===== src/rtl/mul_div_unit.sv =====
// mul_div_unit: sequential multiply/divide unit for the MIPS ALU.
// One iteration per clock. Multiply uses shift-add and divide uses restoring division.
// Signed operations work on magnitudes; the sign is applied in a final FIX cycle.
//
// Ports:
//   clockMul  rising-edge clock
//   reset     synchronous, active-high
//   start     request, sampled only while idle
//   op        00 MULTU, 01 MULT, 10 DIVU, 11 DIV
//   mult1     multiplicand / dividend
//   mult2     multiplier / divisor
//   busy      high from accept until the completion edge
//   done      one-cycle completion pulse
//   hi        product upper half / remainder
//   lo        product lower half / quotient
//   divZero   last completed op was a divide by zero
module mul_div_unit #(
  parameter int unsigned WIDTH = 32
) (
  input  logic             clockMul,
  input  logic             reset,
  input  logic             start,
  input  logic [1:0]       op,
  input  logic [WIDTH-1:0] mult1,
  input  logic [WIDTH-1:0] mult2,
  output logic             busy,
  output logic             done,
  output logic [WIDTH-1:0] hi,
  output logic [WIDTH-1:0] lo,
  output logic             divZero
);

  localparam int unsigned CntW = $clog2(WIDTH + 1);

  typedef enum logic [1:0] {StIdle, StRun, StFix} state_e;

  state_e                 state_q, state_d;
  logic [CntW-1:0]        cnt_q, cnt_d;
  logic [1:0]             op_q, op_d;
  logic [WIDTH-1:0]       a_q, a_d;
  logic [WIDTH-1:0]       b_q, b_d;
  logic                   sign_a_q, sign_a_d;
  logic                   sign_b_q, sign_b_d;
  logic [2*WIDTH-1:0]     acc_q, acc_d;
  logic [WIDTH-1:0]       hi_q, hi_d;
  logic [WIDTH-1:0]       lo_q, lo_d;
  logic                   done_q, done_d;
  logic                   div_zero_q, div_zero_d;

  // Operand magnitudes at accept time.
  logic             in_sign_a, in_sign_b;
  logic [WIDTH-1:0] abs_a, abs_b;

  // One iteration step for each mode.
  logic [WIDTH:0]       mul_sum;
  logic [2*WIDTH-1:0]   mul_next;
  logic [WIDTH:0]       rem_sh;
  logic [WIDTH:0]       diff;
  logic                 qbit;
  logic [2*WIDTH-1:0]   div_next;

  // Sign-corrected results for FIX.
  logic [2*WIDTH-1:0]   prod_fix;
  logic [WIDTH-1:0]     quot_fix, rem_fix, raw_a;
  logic                 neg_result;

  always_comb begin
    in_sign_a = op[0] & mult1[WIDTH-1];
    in_sign_b = op[0] & mult2[WIDTH-1];
    abs_a     = in_sign_a ? WIDTH'(0) - mult1 : mult1;
    abs_b     = in_sign_b ? WIDTH'(0) - mult2 : mult2;

    // Accumulator holds {partial product, remaining multiplier bits}; shift right each step.
    mul_sum  = {1'b0, acc_q[2*WIDTH-1:WIDTH]} + {1'b0, (acc_q[0] ? b_q : WIDTH'(0))};
    mul_next = {mul_sum, acc_q[WIDTH-1:1]};

    // Accumulator holds {remainder, dividend/quotient}; shift left and trial-subtract.
    rem_sh   = {acc_q[2*WIDTH-1:WIDTH], acc_q[WIDTH-1]};
    diff     = rem_sh - {1'b0, b_q};
    qbit     = ~diff[WIDTH];
    div_next = {(qbit ? diff[WIDTH-1:0] : rem_sh[WIDTH-1:0]), acc_q[WIDTH-2:0], qbit};

    neg_result = op_q[0] & (sign_a_q ^ sign_b_q);
    prod_fix   = neg_result ? (2*WIDTH)'(0) - acc_q : acc_q;
    quot_fix   = neg_result ? WIDTH'(0) - acc_q[WIDTH-1:0] : acc_q[WIDTH-1:0];
    // Remainder follows the dividend's sign.
    rem_fix    = sign_a_q ? WIDTH'(0) - acc_q[2*WIDTH-1:WIDTH] : acc_q[2*WIDTH-1:WIDTH];
    raw_a      = sign_a_q ? WIDTH'(0) - a_q : a_q;
  end

  always_comb begin
    state_d    = state_q;
    cnt_d      = cnt_q;
    op_d       = op_q;
    a_d        = a_q;
    b_d        = b_q;
    sign_a_d   = sign_a_q;
    sign_b_d   = sign_b_q;
    acc_d      = acc_q;
    hi_d       = hi_q;
    lo_d       = lo_q;
    done_d     = 1'b0;
    div_zero_d = div_zero_q;

    unique case (state_q)
      StIdle: begin
        if (start) begin
          op_d     = op;
          a_d      = abs_a;
          b_d      = abs_b;
          sign_a_d = in_sign_a;
          sign_b_d = in_sign_b;
          acc_d    = {{WIDTH{1'b0}}, abs_a};
          cnt_d    = '0;
          // A zero divisor skips the iterations entirely.
          state_d  = (op[1] && mult2 == '0) ? StFix : StRun;
        end
      end
      StRun: begin
        acc_d = op_q[1] ? div_next : mul_next;
        cnt_d = cnt_q + CntW'(1);
        if (cnt_q == CntW'(WIDTH - 1)) begin
          state_d = StFix;
        end
      end
      StFix: begin
        done_d  = 1'b1;
        cnt_d   = '0;
        state_d = StIdle;
        if (op_q[1] && b_q == '0) begin
          hi_d       = raw_a;
          lo_d       = '1;
          div_zero_d = 1'b1;
        end else if (op_q[1]) begin
          hi_d       = rem_fix;
          lo_d       = quot_fix;
          div_zero_d = 1'b0;
        end else begin
          hi_d       = prod_fix[2*WIDTH-1:WIDTH];
          lo_d       = prod_fix[WIDTH-1:0];
          div_zero_d = 1'b0;
        end
      end
      default: state_d = StIdle;
    endcase
  end

  always_ff @(posedge clockMul) begin
    if (reset) begin
      state_q    <= StIdle;
      cnt_q      <= '0;
      op_q       <= '0;
      a_q        <= '0;
      b_q        <= '0;
      sign_a_q   <= 1'b0;
      sign_b_q   <= 1'b0;
      acc_q      <= '0;
      hi_q       <= '0;
      lo_q       <= '0;
      done_q     <= 1'b0;
      div_zero_q <= 1'b0;
    end else begin
      state_q    <= state_d;
      cnt_q      <= cnt_d;
      op_q       <= op_d;
      a_q        <= a_d;
      b_q        <= b_d;
      sign_a_q   <= sign_a_d;
      sign_b_q   <= sign_b_d;
      acc_q      <= acc_d;
      hi_q       <= hi_d;
      lo_q       <= lo_d;
      done_q     <= done_d;
      div_zero_q <= div_zero_d;
    end
  end

  assign busy    = (state_q != StIdle);
  assign done    = done_q;
  assign hi      = hi_q;
  assign lo      = lo_q;
  assign divZero = div_zero_q;

endmodule


===== config.mk =====
export PLATFORM = sky130hd
export DESIGN_NAME = mul_div_unit
export DESIGN_NICKNAME = d
export VERILOG_FILES = /design/src/rtl/mul_div_unit.sv
export SDC_FILE = /design/constraint.sdc
export NUM_CORES = 1
export LEC_CHECK = 0
export BUFFER_PORTS_ARGS = -buffer_cell sky130_fd_sc_hd__buf_4
export CAP_MARGIN = 40
export CORE_ASPECT_RATIO = 1.25
export CORE_MARGIN = 2
export CORE_UTILIZATION = 50
export CTS_CLUSTER_DIAMETER = 50
export DETAILED_ROUTE_END_ITERATION = 8
export PLACE_DENSITY = 0.77
export SLEW_MARGIN = 15
export SYNTH_ARGS = -nofsm -noshare
export SYNTH_HDL_FRONTEND = slang
export SYNTH_SLANG_ARGS = --single-unit

===== constraint.sdc =====
create_clock -name clockMul -period 5.9 [get_ports clockMul]
set_clock_uncertainty 0.1 [all_clocks]
set_input_delay 0.885 -clock clockMul [delete_from_list [all_inputs] [get_ports clockMul]]
set_output_delay 0.885 -clock clockMul [all_outputs]
set_load 0.005 [all_outputs]

; Word level (Yosys, flattened, before mapping)
; Index checks and enable logic that the tools add are counted.
[totals]
register_bits = 206
latchBits = 0
ramBits = 0
rom_bits = 0
in_bits = 69
out_inout_bits = 67
n_memories = 0
[op_classes]
add_sub_neg = 9
mul = 0
div = 0
order_cmp = 0
eq_ne = 5
n_shift = 0
mux = 23
n_bitwise = 5
reduce_logical = 12
[ops]
columns = op, n
row1 = 32-bit 2-to-1 mux, 11
row2 = 64-bit 2-to-1 mux, 3
row3 = 1-bit by 32-bit subtractor with 32-bit output (first input constant), 5
row4 = 64-bit one-hot mux with 2 select lines, 1
row5 = 32-bit zero test, 2
row6 = 1-bit by 64-bit subtractor with 64-bit output (first input constant), 1
row7 = 32-bit by 32-bit adder with 33-bit output, 1
row8 = 33-bit by 32-bit subtractor with 33-bit output, 1
row9 = 6-bit one-hot mux with 3 select lines, 1
row10 = 2-bit AND reduction, 4
row11 = 6-bit by 1-bit adder with 6-bit output (second input constant), 1
row12 = 6-bit by 5-bit == test with 1-bit output (second input constant), 1
row13 = 2-bit 2-to-1 mux, 3
row14 = 6-bit 2-to-1 mux, 1
row15 = 2-bit != test (second input constant), 2
row16 = 2-bit one-hot mux with 2 select lines, 1
row17 = 2-bit nonzero test, 2
row18 = 1-bit bitwise AND, 3
row19 = 3-bit nonzero test, 1
row20 = 2-bit by 1-bit == test with 1-bit output (second input constant), 1
row21 = 2-bit == test (second input constant), 1
row22 = 1-bit logical AND, 2
row23 = 2-bit zero test, 1
row24 = 1-bit 2-to-1 mux, 2
row25 = other kinds (2), 2

; Longest topological paths before layout
; Gate-level depths: netlist of run 1.
[depth]
word_depth = 5
mapped_depth = 13

; Worst setup path before layout of run 1
; No wires, ideal clock.
[synth_timing]
path_kind = input to register
from = in mult1[3]
to = reg acc_q[28]
setup_time_ps = 95
t_arrival_ps = 3085
path_slack_ps = 2620
path_stages = 8
cell_sequence = or3_1 -> nor3_1 -> nand2_1 -> o41ai_1 -> o21ai_0 -> xor2_1 -> nand2_1 -> a221oi_1
[synth_between]
elab_chain_len = 4
[synth_lines]
columns = item, line_no
row1 = "start, declared", 24  ; input logic [WIDTH-1:0] mult1,
row2 = 1-bit by 32-bit subtractor with 32-bit output, 70  ; abs_a = in_sign_a ? WIDTH'(0) - mult1 : mult1;
row3 = 32-bit 2-to-1 mux, 70
row4 = 64-bit 2-to-1 mux, 107  ; if (start) begin
row5 = 64-bit one-hot mux with 2 select lines, 105  ; unique case (state_q)
row6 = "end signal, assigned", 157  ; acc_q <= '0;
row7 = "end signal, assigned", 170  ; acc_q <= acc_d;
row8 = "end, declared", 44  ; logic [2*WIDTH-1:0] acc_q, acc_d;
; No other way between the ends. The select of a mux whose other input is x is not followed.
; A chain may end at the register's enable or synchronous reset.

; Worst setup path in the final report of run 1
[layout_timing]
from = reg acc_q[31]
to = reg acc_q[35]
[layout_between]
elab_chain_len = 4
[layout_lines]
columns = item, line_no
row1 = 33-bit by 32-bit subtractor with 33-bit output, 79  ; diff = rem_sh - {1'b0, b_q};
row2 = 32-bit 2-to-1 mux, 81  ; div_next = {(qbit ? diff[WIDTH-1:0] : rem_sh[WIDTH-1:0]), acc_q[WIDTH-2:0], qbit};
row3 = 64-bit 2-to-1 mux, 120  ; acc_d = op_q[1] ? div_next : mul_next;
row4 = 64-bit one-hot mux with 2 select lines, 105
; No other way between the ends.

==> results.cfg, run 1 <==
[status]
status = finished clean

[clocking]
holdBufCountCts = 0
cts_tree = built
worstSkewPairLatency_ns = 0.55
htree_levels = 1
cts-resized-gates = 0
cts_root_buffer = clkbuf_16
clock_path_buffers = 3
clkTransAtPathRegs_ns = 0.06
cts.sinks = 206
cts_buffers = 26
postCtsSetupBuffers = 0

[yosys]
synth_cell_types = 77
yosysTopAreaCell = dfxtp_1
async_flop_share = 0
synth.top_cells.by_area = dfxtp_1 26%, nor2_1 6.7%, a21oi_1 6.1%
synth_top_area_share = 0.2639
synth_xor_area_frac = 0.1031
avgSynthCellArea_sq_um = 7.458
synthAdderAreaFrac = 0.05862
synth_top_family_by_area = compound AO/OA/AOI/OAI gates
synthMuxAreaShare = 0.04004
synth-simple-area-share = 0.2148
yosysSeqAreaShare = 0.2639
ys_ff_latch = 206
synth_flop_cell = dfxtp_1
netlist_area_sq_mm = 0.01562
synth_nets = 2236
synthCells = 2095
ys_warn_count = 0
synth-edff-count = 0
synth_compound_area_frac = 0.2703

[grt]
grtUsageTotal = 0.3226
antenna_found_initial = 0
grt_overflow = 0
grt_pass1_vias = 15410
grt_first_pass_wirelength_microns = 85110
grt_start_max_net_pins = 86

[timing]
relSlewSlack = 0.3728
period_minus_slack_ns = 4.227
rsz0062_at_grt = false
period_share = 0.7164
fin_setup_tns_ns = 0
tightest_slew_ns = 0.9408
slew_viol_final = 0
fmax_ghz = 0.2366
fin_ws_ns = 1.673
setup_violations = 0
finalHoldViolations = 0

[route]
drt-pass1-iter-count = 5
drc = 0
via_per_inst = 6.443
drt_wl_total_microns = 54410
post_drt_wl_per_cell_microns = 21.11
vias = 16600
drt_iter0_markers = 1510
top_layer = met4
wl_met2_microns = 25350
ant_nets = 0
drt-met1-wl_microns = 22260
wl_met3_microns = 3903

[setup_path]
critPathMaxFanout = 14
slowest_stage = xnor2_4
worst_setup_path_start_kind = flip-flop
path_buf_inv = 2
max_stage_delay_ns = 0.56
path_class = flip-flop to flip-flop
cp_cell_sequence = inv_1, ha_1, fa_1, nand2b_1, a21oi_1, o211ai_1, nand4_1, nand2_1, xnor2_4, buf_4, mux2_2, a221o_1
arrival_ns = 4.56
crit_family = compound AO/OA/AOI/OAI gates
cp.required_ns = 6.23
end_kind = flip-flop

[cells_and_area]
final_core_util = 0.5742
final_nets = 2293
antenna_cells = 0
layout-drive-gt1-share = 0.1046
finalNonFillerCells = 2577
syn2layout_area_growth_pct = 13.55
fillerInstances = 2873

[die]
initial_utilization = 0.5057
io_pins = 136
die_h_microns = 201.6
dieArea_sq_mm = 0.03269
rows = 72
core_area_sq_mm = 0.03090
die-width_microns = 162.1

[placement]
port_buffers = 135
dp.final_hpwl_microns = 41060
place.gp.congestion = 0.9840
pre_cts_ws_ns = 1.786
dp.cells = 2531

[power_and_ir_drop]
peakVddDrop_v = 0.0002393
power_density_mw_per_mm2 = 246.7
p_leak_uw = 0.007019
power.total_uw = 4376

[worst_hold_path]
hold_class = flip-flop to flip-flop

[job]
drv_cap = 0
## worst reg2reg max path: stages (launching register included)
cell and delay, ns:
dfxtp_1 0.51, inv_1 0.08, ha_1 0.22, fa_1 0.42, nand2b_1 0.18, a21oi_1 0.32, o211ai_1 0.25, nand4_1 0.19
nand2_1 0.22, xnor2_4 0.56, buf_4 0.39, mux2_2 0.39, a221o_1 0.29
## power breakdown
part	internal, uW	switching [uW]	total [uW]
clock	952	671	1620
sequential	1480	143	1620
combinational	436	696	1130
total	2870	1510	4380
## cells in the final DEF (no fill, tap or decap), drive strengths merged, types with 22 or more instances in the layout
cell type / Yosys / final
a211oi: 65 / 65
a21o: 24 / 24
a21oi: 191 / 191
buf: 18 / 159
clkbuf: 112 / 32
dfxtp: 206 / 206
ha: 70 / 70
inv: 71 / 78
mux2i: 58 / 58
nand2: 166 / 166
nand2b: 22 / 22
nand3: 32 / 32
nor2: 278 / 278
nor3: 56 / 56
nor4: 28 / 28
o21ai: 127 / 127
o221ai: 22 / 22
o22ai: 25 / 25
o31ai: 31 / 31
or3: 35 / 35
xnor2: 96 / 96
xor2: 87 / 87
## cell usage after synthesis (12+ instances only)
cell	instances
a211oi_1	65
a21o_1	24
a21oi_1	191
a221oi_1	12
a22oi_1	16
a311oi_1	15
a31oi_1	18
and2_1	12
and3_1	18
buf_1	13
clkbuf_1	111
dfxtp_1	206
ha_1	70
inv_1	71
mux2i_1	58
nand2_1	166
nand2b_1	22
nand3_1	32
nand4_1	18
nor2_1	278
nor3_1	55
nor4_1	28
o211ai_1	16
o21a_1	15
o21ai_0	124
o221ai_1	22
o22ai_1	25
o31ai_1	30
or3_1	35
or4_1	15
xnor2_1	95
xor2_1	87
## worst paths after layout
path | start | endpoint | slack (ns) | depth (start not counted)
min | hi[26] | hi[26] | 0.36 | 2
min reg2reg | hi[26] | hi[26] | 0.36 | 2
max reg2reg | acc_q[31] | acc_q[35] | 1.67 | 12
max | acc_q[31] | acc_q[35] | 1.67 | 12
## routing by layer
layer  vias up  GRT usage
met3       163    0.03340
met5         -          0
met2       751     0.5280
li1       7769          -
met4         0     0.1631
met1      7921     0.4210
## cell type report
class / instances / area (sq um) / share of cell area
flip-flops and latches: 206 / 4125 / 0.2325
well taps: 407 / 509.2 / 0.02870
multi-input cells: 1688 / 10760 / 0.6063
inverters: 71 / 266.5 / 0.01502
repair buffers: 159 / 1219 / 0.06869
clock buffers: 32 / 704.4 / 0.03970
clock inverters: 14 / 161.4 / 0.009097
## through the flow
stage | cell area (sq um) | hold slack (ns)
finish | 17740 | 0.3581
global route | 17740 | 0.3815
CTS | 17740 | 0.3594
detailed placement | 16880 | 0.3454
global placement | 16820 | 0.3384
floorplan | 15630 | 0.3450
## state kept, by name, summed over array words and instances, names as in the netlist
name	cells
cnt_q	6
sign_a_q	1
state_q	2
done	1
b_q	32
acc_q	64
divZero	1
op_q	2
sign_b_q	1
lo	32
hi	32
a_q	32
## kinds of logic after synthesis
group                      count (synthesis)
muxes                                     62
AOI/OAI and AO/OA                        652
xor gates and xnor gates                 183
buffers and inverters                    201
and+or+nand+nor                          719
adders and majority gates                 72
DFF                                      206
(Power assumes the default switching activity.)
==> inputs of run 2 (changes only) <==
--- a/config.mk
+++ b/config.mk
@@ -5,6 +5,7 @@
 export SDC_FILE = /design/constraint.sdc
 export NUM_CORES = 1
 export LEC_CHECK = 0
+export ABC_AREA = 1
 export BUFFER_PORTS_ARGS = -buffer_cell sky130_fd_sc_hd__buf_4
 export CAP_MARGIN = 40
 export CORE_ASPECT_RATIO = 1.25
@@ -12,7 +13,7 @@
 export CORE_UTILIZATION = 50
 export CTS_CLUSTER_DIAMETER = 50
 export DETAILED_ROUTE_END_ITERATION = 8
-export PLACE_DENSITY = 0.77
+export PLACE_DENSITY = 0.79
 export SLEW_MARGIN = 15
 export SYNTH_ARGS = -nofsm -noshare
 export SYNTH_HDL_FRONTEND = slang
==> constraint.sdc (replaced) <==
create_clock -name clockMul -period 3.7 [get_ports clockMul]
set_clock_uncertainty 0.1 [all_clocks]
set_input_delay 0.555 -clock clockMul [delete_from_list [all_inputs] [get_ports clockMul]]
set_output_delay 0.555 -clock clockMul [all_outputs]
set_load 0.005 [all_outputs]
==> run 2 against run 1 <==
Hold slack worse by 0.20 ns. Critical endpoint is now acc_q[46]. Highest routed layer unchanged. Clock power up 81%. Flip-flop and latch count unchanged. Cell area up 25%. Via count up 41%. First-iteration DRC count up 39%. Register-to-register slack worse by 1.1 ns. Global-route usage up 5.0 points. Critical path depth up 5. Cell count up 60%. Critical path type unchanged.
==> results.cfg, run 2 <==
[yosys]
synthCells = 3512
synth_xor_area_frac = 0.02857
avgSynthCellArea_sq_um = 5.586
synth_compound_area_frac = 0.1754
yosysSeqAreaShare = 0.2102
synth_nets = 3653
synth-simple-area-share = 0.3980
synth_top_family_by_area = simple AND/OR/NAND/NOR gates
yosysMostFrequentCell = nand2_1
yosysTopAreaCell = dfxtp_1
synthMuxAreaShare = 0
synth_flop_cell = dfxtp_1
synth_top_area_share = 0.2102
ys_ff_latch = 206
synthAdderAreaFrac = 0.04668
synth.top_cells.by_area = dfxtp_1 21%, nand2_1 20%, inv_1 11%
netlist_area_sq_mm = 0.01962
ys_warn_count = 0
synth_cell_types = 52
synth-edff-count = 0
async_flop_share = 0
yosys-top-cells-count = 1041 x nand2_1, 585 x inv_1, 313 x nand3_1

[cells_and_area]
top_register = acc_q
final_nets = 3746
syn2layout_area_growth_pct = 12.98
final_common_cell = nand2_1
largest_reg_flops = 64
layout-drive-gt1-share = 0.08991
antenna_cells = 0
fin_area_sq_mm = 0.02217
final_cell_mix = 1041 x nand2_1, 582 x inv_1, 313 x nand3_1
final_core_util = 0.5695

[status]
status = finished clean

[timing]
slew_viol_final = 0
fmax_ghz = 0.3148
fin_hold_ws_ns = 0.1595
finalHoldViolations = 0
rsz0062_at_grt = false
period_minus_slack_ns = 3.177
period_share = 0.8586
relSlewSlack = 0.4312
tightest_slew_ns = 0.8522
fin_setup_tns_ns = 0
setup_violations = 0

[clocking]
clkTransAtPathRegs_ns = 0.06
cts_buffers = 27
cts_root_buffer = clkbuf_16
htree_levels = 1
clock_path_buffers = 3
cts_tree = built
worstSkewPairLatency_ns = 0.60
cts.sinks = 206
cts-resized-gates = 0
holdBufCountCts = 0
postCtsSetupBuffers = 0

[grt]
grt_pass1_vias = 21690
grt_start_max_net_pins = 69
grt_first_pass_wirelength_microns = 118800
grtUsageTotal = 0.3731
grt_overflow = 0
antenna_found_initial = 0

[setup_path]
slowest_stage = nand2_4
max_stage_delay_ns = 0.52
cpMostUsedCell = nand2_4
path_class = flip-flop to flip-flop
arrival_ns = 3.58
worstSetupStartpoint = acc_q[32]
cp_cell_sequence = inv_1, fa_1, inv_1, nand2_1, nand2_1, nand3_2, nand2_2, nand2_2, nand2_4, nand2_4, nand2_4, nand2_4, nand2_4, nand2_1, nand3_1, nand2_1, a21oi_1
worst_setup_path_start_kind = flip-flop
end_kind = flip-flop
timing.rr.start = acc_q[32]
critPathMaxFanout = 31
cp.required_ns = 4.11

[placement]
dp.final_hpwl_microns = 60880
port_buffers = 135
placed_cell_area_sq_mm = 0.02117
place.gp.congestion = 1.097

[power_and_ir_drop]
clockPowerShare = 0.336
p_leak_uw = 0.01180
swShare = 0.4172
p_sw_uw = 3658
power_density_mw_per_mm2 = 395.5
intPower_uw = 5109
power.total_uw = 8767
seqPwrFrac = 0.295
peakVddDrop_v = 0.0003602
pwr-share-comb = 0.369

[die]
initial_utilization = 0.5041
die_h_microns = 225.5
core_area_sq_mm = 0.03892
io_pins = 136
die-width_microns = 181.2
rows = 81
dieArea_sq_mm = 0.04085

[route]
drt_wl_total_microns = 77650
drc = 0
vias = 23370
ant_nets = 0
drt_iter0_markers = 2102
via_per_inst = 5.666
drt-pass1-iter-count = 7
post_drt_wl_per_cell_microns = 18.83

[worst_hold_path]
hold_path.startpoint = op[1]
hold_class = input pin to flip-flop

[job]
drv_cap = 0
## run 2: area by class of cell
type,instances,area [sq um]
fillers,4068,16750
well taps,498,623.1
inverters,605,2271
repair buffers,182,1391
clock inverters,22,320.3
multi-input cells,2583,12750
clock buffers,28,679.4
flip-flops and latches,206,4128
## run 2: kinds of logic after synthesis
logic type,count (synthesis)
AOI/OAI and AO/OA,626
xor gates and xnor gates,64
adders and majority gates,72
buffers and inverters,723
DFF,206
and+or+nand+nor,1821
## run 2: layer usage
| metal | vias up | wire (microns) | GRT usage |
|---|---|---|---|
| met3 | 356 | 5707 | 0.04751 |
| met5 | - | 0 | 0 |
| met1 | 10450 | 28050 | 0.4107 |
| met2 | 1133 | 35700 | 0.6281 |
| met4 | 0 | 8193 | 0.3417 |
| li1 | 11430 | - | - |
## run 2: through the flow
step | worst slack [ns] | cells
after detailed placement | 0.6263 | 4074
after CTS | 0.5970 | 4124
after global placement | 0.7191 | 4074
after floorplan | 1.062 | 3512
after global routing | 0.3001 | 4124
final | 0.5233 | 4124
## run 2: worst max-delay path: cells and delay by family (launching register included)
| family | cells | cell delay, ns |
|---|---|---|
| buffers and inverters | 2 | 0.30 |
| AOI/OAI and AO/OA | 1 | 0.14 |
| adders and majority gates | 1 | 0.46 |
| DFF | 1 | 0.48 |
| and+or+nand+nor | 13 | 1.58 |
## run 2: path summary, 6_finish.rpt
path,endpoint,cells after the start,slack [ns]
max,acc_q[46],17,0.52
min,op_q[1],3,0.16
max reg2reg,acc_q[46],17,0.52
min reg2reg,a_q[28],2,0.37
## run 2: power by group through the flow
stage                     clock network (uW)  registers, uW  logic (uW)
after floorplan                            0           2550        2210
after global placement                     0           2620        3140
after detailed placement                   0           2620        3140
after CTS                               2960           2580        3160
after global routing                    3050           2600        3560
final                                   2940           2580        3240
==> inputs of run 3 (changes only) <==
--- a/config.mk
+++ b/config.mk
@@ -8,12 +8,12 @@
 export ABC_AREA = 1
 export BUFFER_PORTS_ARGS = -buffer_cell sky130_fd_sc_hd__buf_4
 export CAP_MARGIN = 40
-export CORE_ASPECT_RATIO = 1.25
 export CORE_MARGIN = 2
 export CORE_UTILIZATION = 50
 export CTS_CLUSTER_DIAMETER = 50
 export DETAILED_ROUTE_END_ITERATION = 8
 export PLACE_DENSITY = 0.79
+export SETUP_SLACK_MARGIN = 0.1
 export SLEW_MARGIN = 15
 export SYNTH_ARGS = -nofsm -noshare
 export SYNTH_HDL_FRONTEND = slang
==> run 3 against run 2 <==
Hold slack better by 0.075 ns. Via count up 1.3%. Critical path depth up 1. Sequential share of layout area down 0.15 points. Global-route usage up 1.2 points. Clock-buffer cell count up 13. Core utilization up 0.86 points. Combinational power about the same. Register-to-register slack worse by 0.14 ns. Critical path type unchanged.
==> results.cfg, run 3 (synthesis gave the netlist of run 2 again) <==
[route]
ant_nets = 0
drt_iter0_markers = 3208
drc = 0
vias = 23670
drt_wl_total_microns = 80170
post_drt_wl_per_cell_microns = 19.28
via_per_inst = 5.694
drt-pass1-iter-count = 8

[cells_and_area]
top_register = acc_q
final_common_cell = nand2_1
final_nets = 3755
fin_area_sq_mm = 0.02234
syn2layout_area_growth_pct = 13.88
layout-drive-gt1-share = 0.09181
largest_reg_flops = 64
final_cell_mix = 1041 x nand2_1, 582 x inv_1, 313 x nand3_1

[timing]
period_minus_slack_ns = 3.313
slew_viol_final = 0
period_share = 0.8953
finalHoldViolations = 0
setup_violations = 0
fin_setup_tns_ns = 0
relSlewSlack = 0.4575
tightest_slew_ns = 0.8128
fmax_ghz = 0.3019
rsz0062_at_grt = false

[die]
rows = 72
die-width_microns = 202.1
initial_utilization = 0.5076
dieArea_sq_mm = 0.04084
die_h_microns = 202.1
core_area_sq_mm = 0.03865
io_pins = 136

[grt]
grt_start_max_net_pins = 71
grt_first_pass_wirelength_microns = 122900
grt_overflow = 0
grt_pass1_vias = 21230
grtUsageTotal = 0.3850
antenna_found_initial = 1

[status]
status = finished clean

[power_and_ir_drop]
p_leak_uw = 0.01188
power.total_uw = 9145
power_density_mw_per_mm2 = 409.3
peakVddDrop_v = 0.0003180

[setup_path]
end_kind = flip-flop
r2r-end = acc_q[59]
worstSetupStartpoint = acc_q[31]
worst_setup_path_start_kind = flip-flop
crit_end = acc_q[59]
arrival_ns = 3.67
path_class = flip-flop to flip-flop
reg2reg_depth = 18
critPathMaxFanout = 31
cp.required_ns = 4.05
timing.rr.start = acc_q[31]
rrSetupSlack_ns = 0.39

[clocking]
cts-resized-gates = 0
cts_root_buffer = clkbuf_16
holdBufCountCts = 0
cts_tree = built
worstSkewPairLatency_ns = 0.54
cts.sinks = 206
htree_levels = 2
cts_buffers = 35
postCtsSetupBuffers = 0
clock_path_buffers = 3
clkTransAtPathRegs_ns = 0.06

[placement]
port_buffers = 135
place.gp.congestion = 1.094
placed_cell_area_sq_mm = 0.02120
dp.final_hpwl_microns = 62800

[worst_hold_path]
hold_class = input pin to flip-flop
hold_path.startpoint = op[1]

[job]
drv_cap = 0
[run 3: report_power, final]
part / internal [uW] / switching, uW / total, uW
Combinational: 996 / 2270 / 3270
Sequential: 2380 / 216 / 2600
Clock: 2000 / 1280 / 3280
Total: 5380 / 3770 / 9150
[run 3: how the worst min path moves through the flow]
stage          endpoint  slack [ns]  cells past startpoint
6_report        op_q[1]        0.23                      3
5_1_grt         op_q[1]        0.26                      3
4_1_cts         op_q[1]        0.22                      3
3_5_place_dp     a_q[0]        0.36                      2
3_3_place_gp     a_q[0]        0.35                      2
2_1_floorplan    a_q[0]        0.34                      2
[run 3: critical path: stages (launching register included)]
cell and delay (ns):
dfxtp_1 0.38, inv_1 0.14, ha_1 0.24, fa_1 0.43, inv_1 0.13, nand2_1 0.06
nand2_1 0.09, nand3_2 0.07, nand2_2 0.12, nand2_2 0.07, nand2_4 0.08, nand2_4 0.07
nand2_4 0.08, nand2_4 0.20, nand2_4 0.52, nand2_1 0.11, nand2_1 0.13, nand2_1 0.06
a21oi_1 0.11
[run 3: area by class of cell]
class | count | area, sq um
timing repair buffer | 183 | 1399
multi-input combinational | 2583 | 12750
tap | 518 | 648.1
antenna | 1 | 2.502
inverter | 605 | 2271
fill | 4038 | 16300
clock buffer | 41 | 908.4
clock inverter | 20 | 234.0
sequential | 206 | 4128
[run 3: per-layer routing]
metal	global-route usage	routed length, microns	vias to the layer above
met1	0.5534	34320	10660
li1	-	-	11440
met5	0	0	-
met2	0.5632	32910	1393
met4	0.1518	3334	0
met3	0.07369	9601	182
[run 3: per-stage QoR]
step,worst slack [ns],utilization,std cells,hold WS (ns)
2_1_floorplan,1.062,-,3512,0.3411
3_3_place_gp,0.4984,0.5485,4095,0.3506
3_5_place_dp,0.5130,0.5485,4095,0.3559
4_1_cts,0.4608,0.5781,4156,0.2166
5_1_grt,0.1688,0.5781,4156,0.2641
6_report,0.3874,0.5781,4157,0.2349
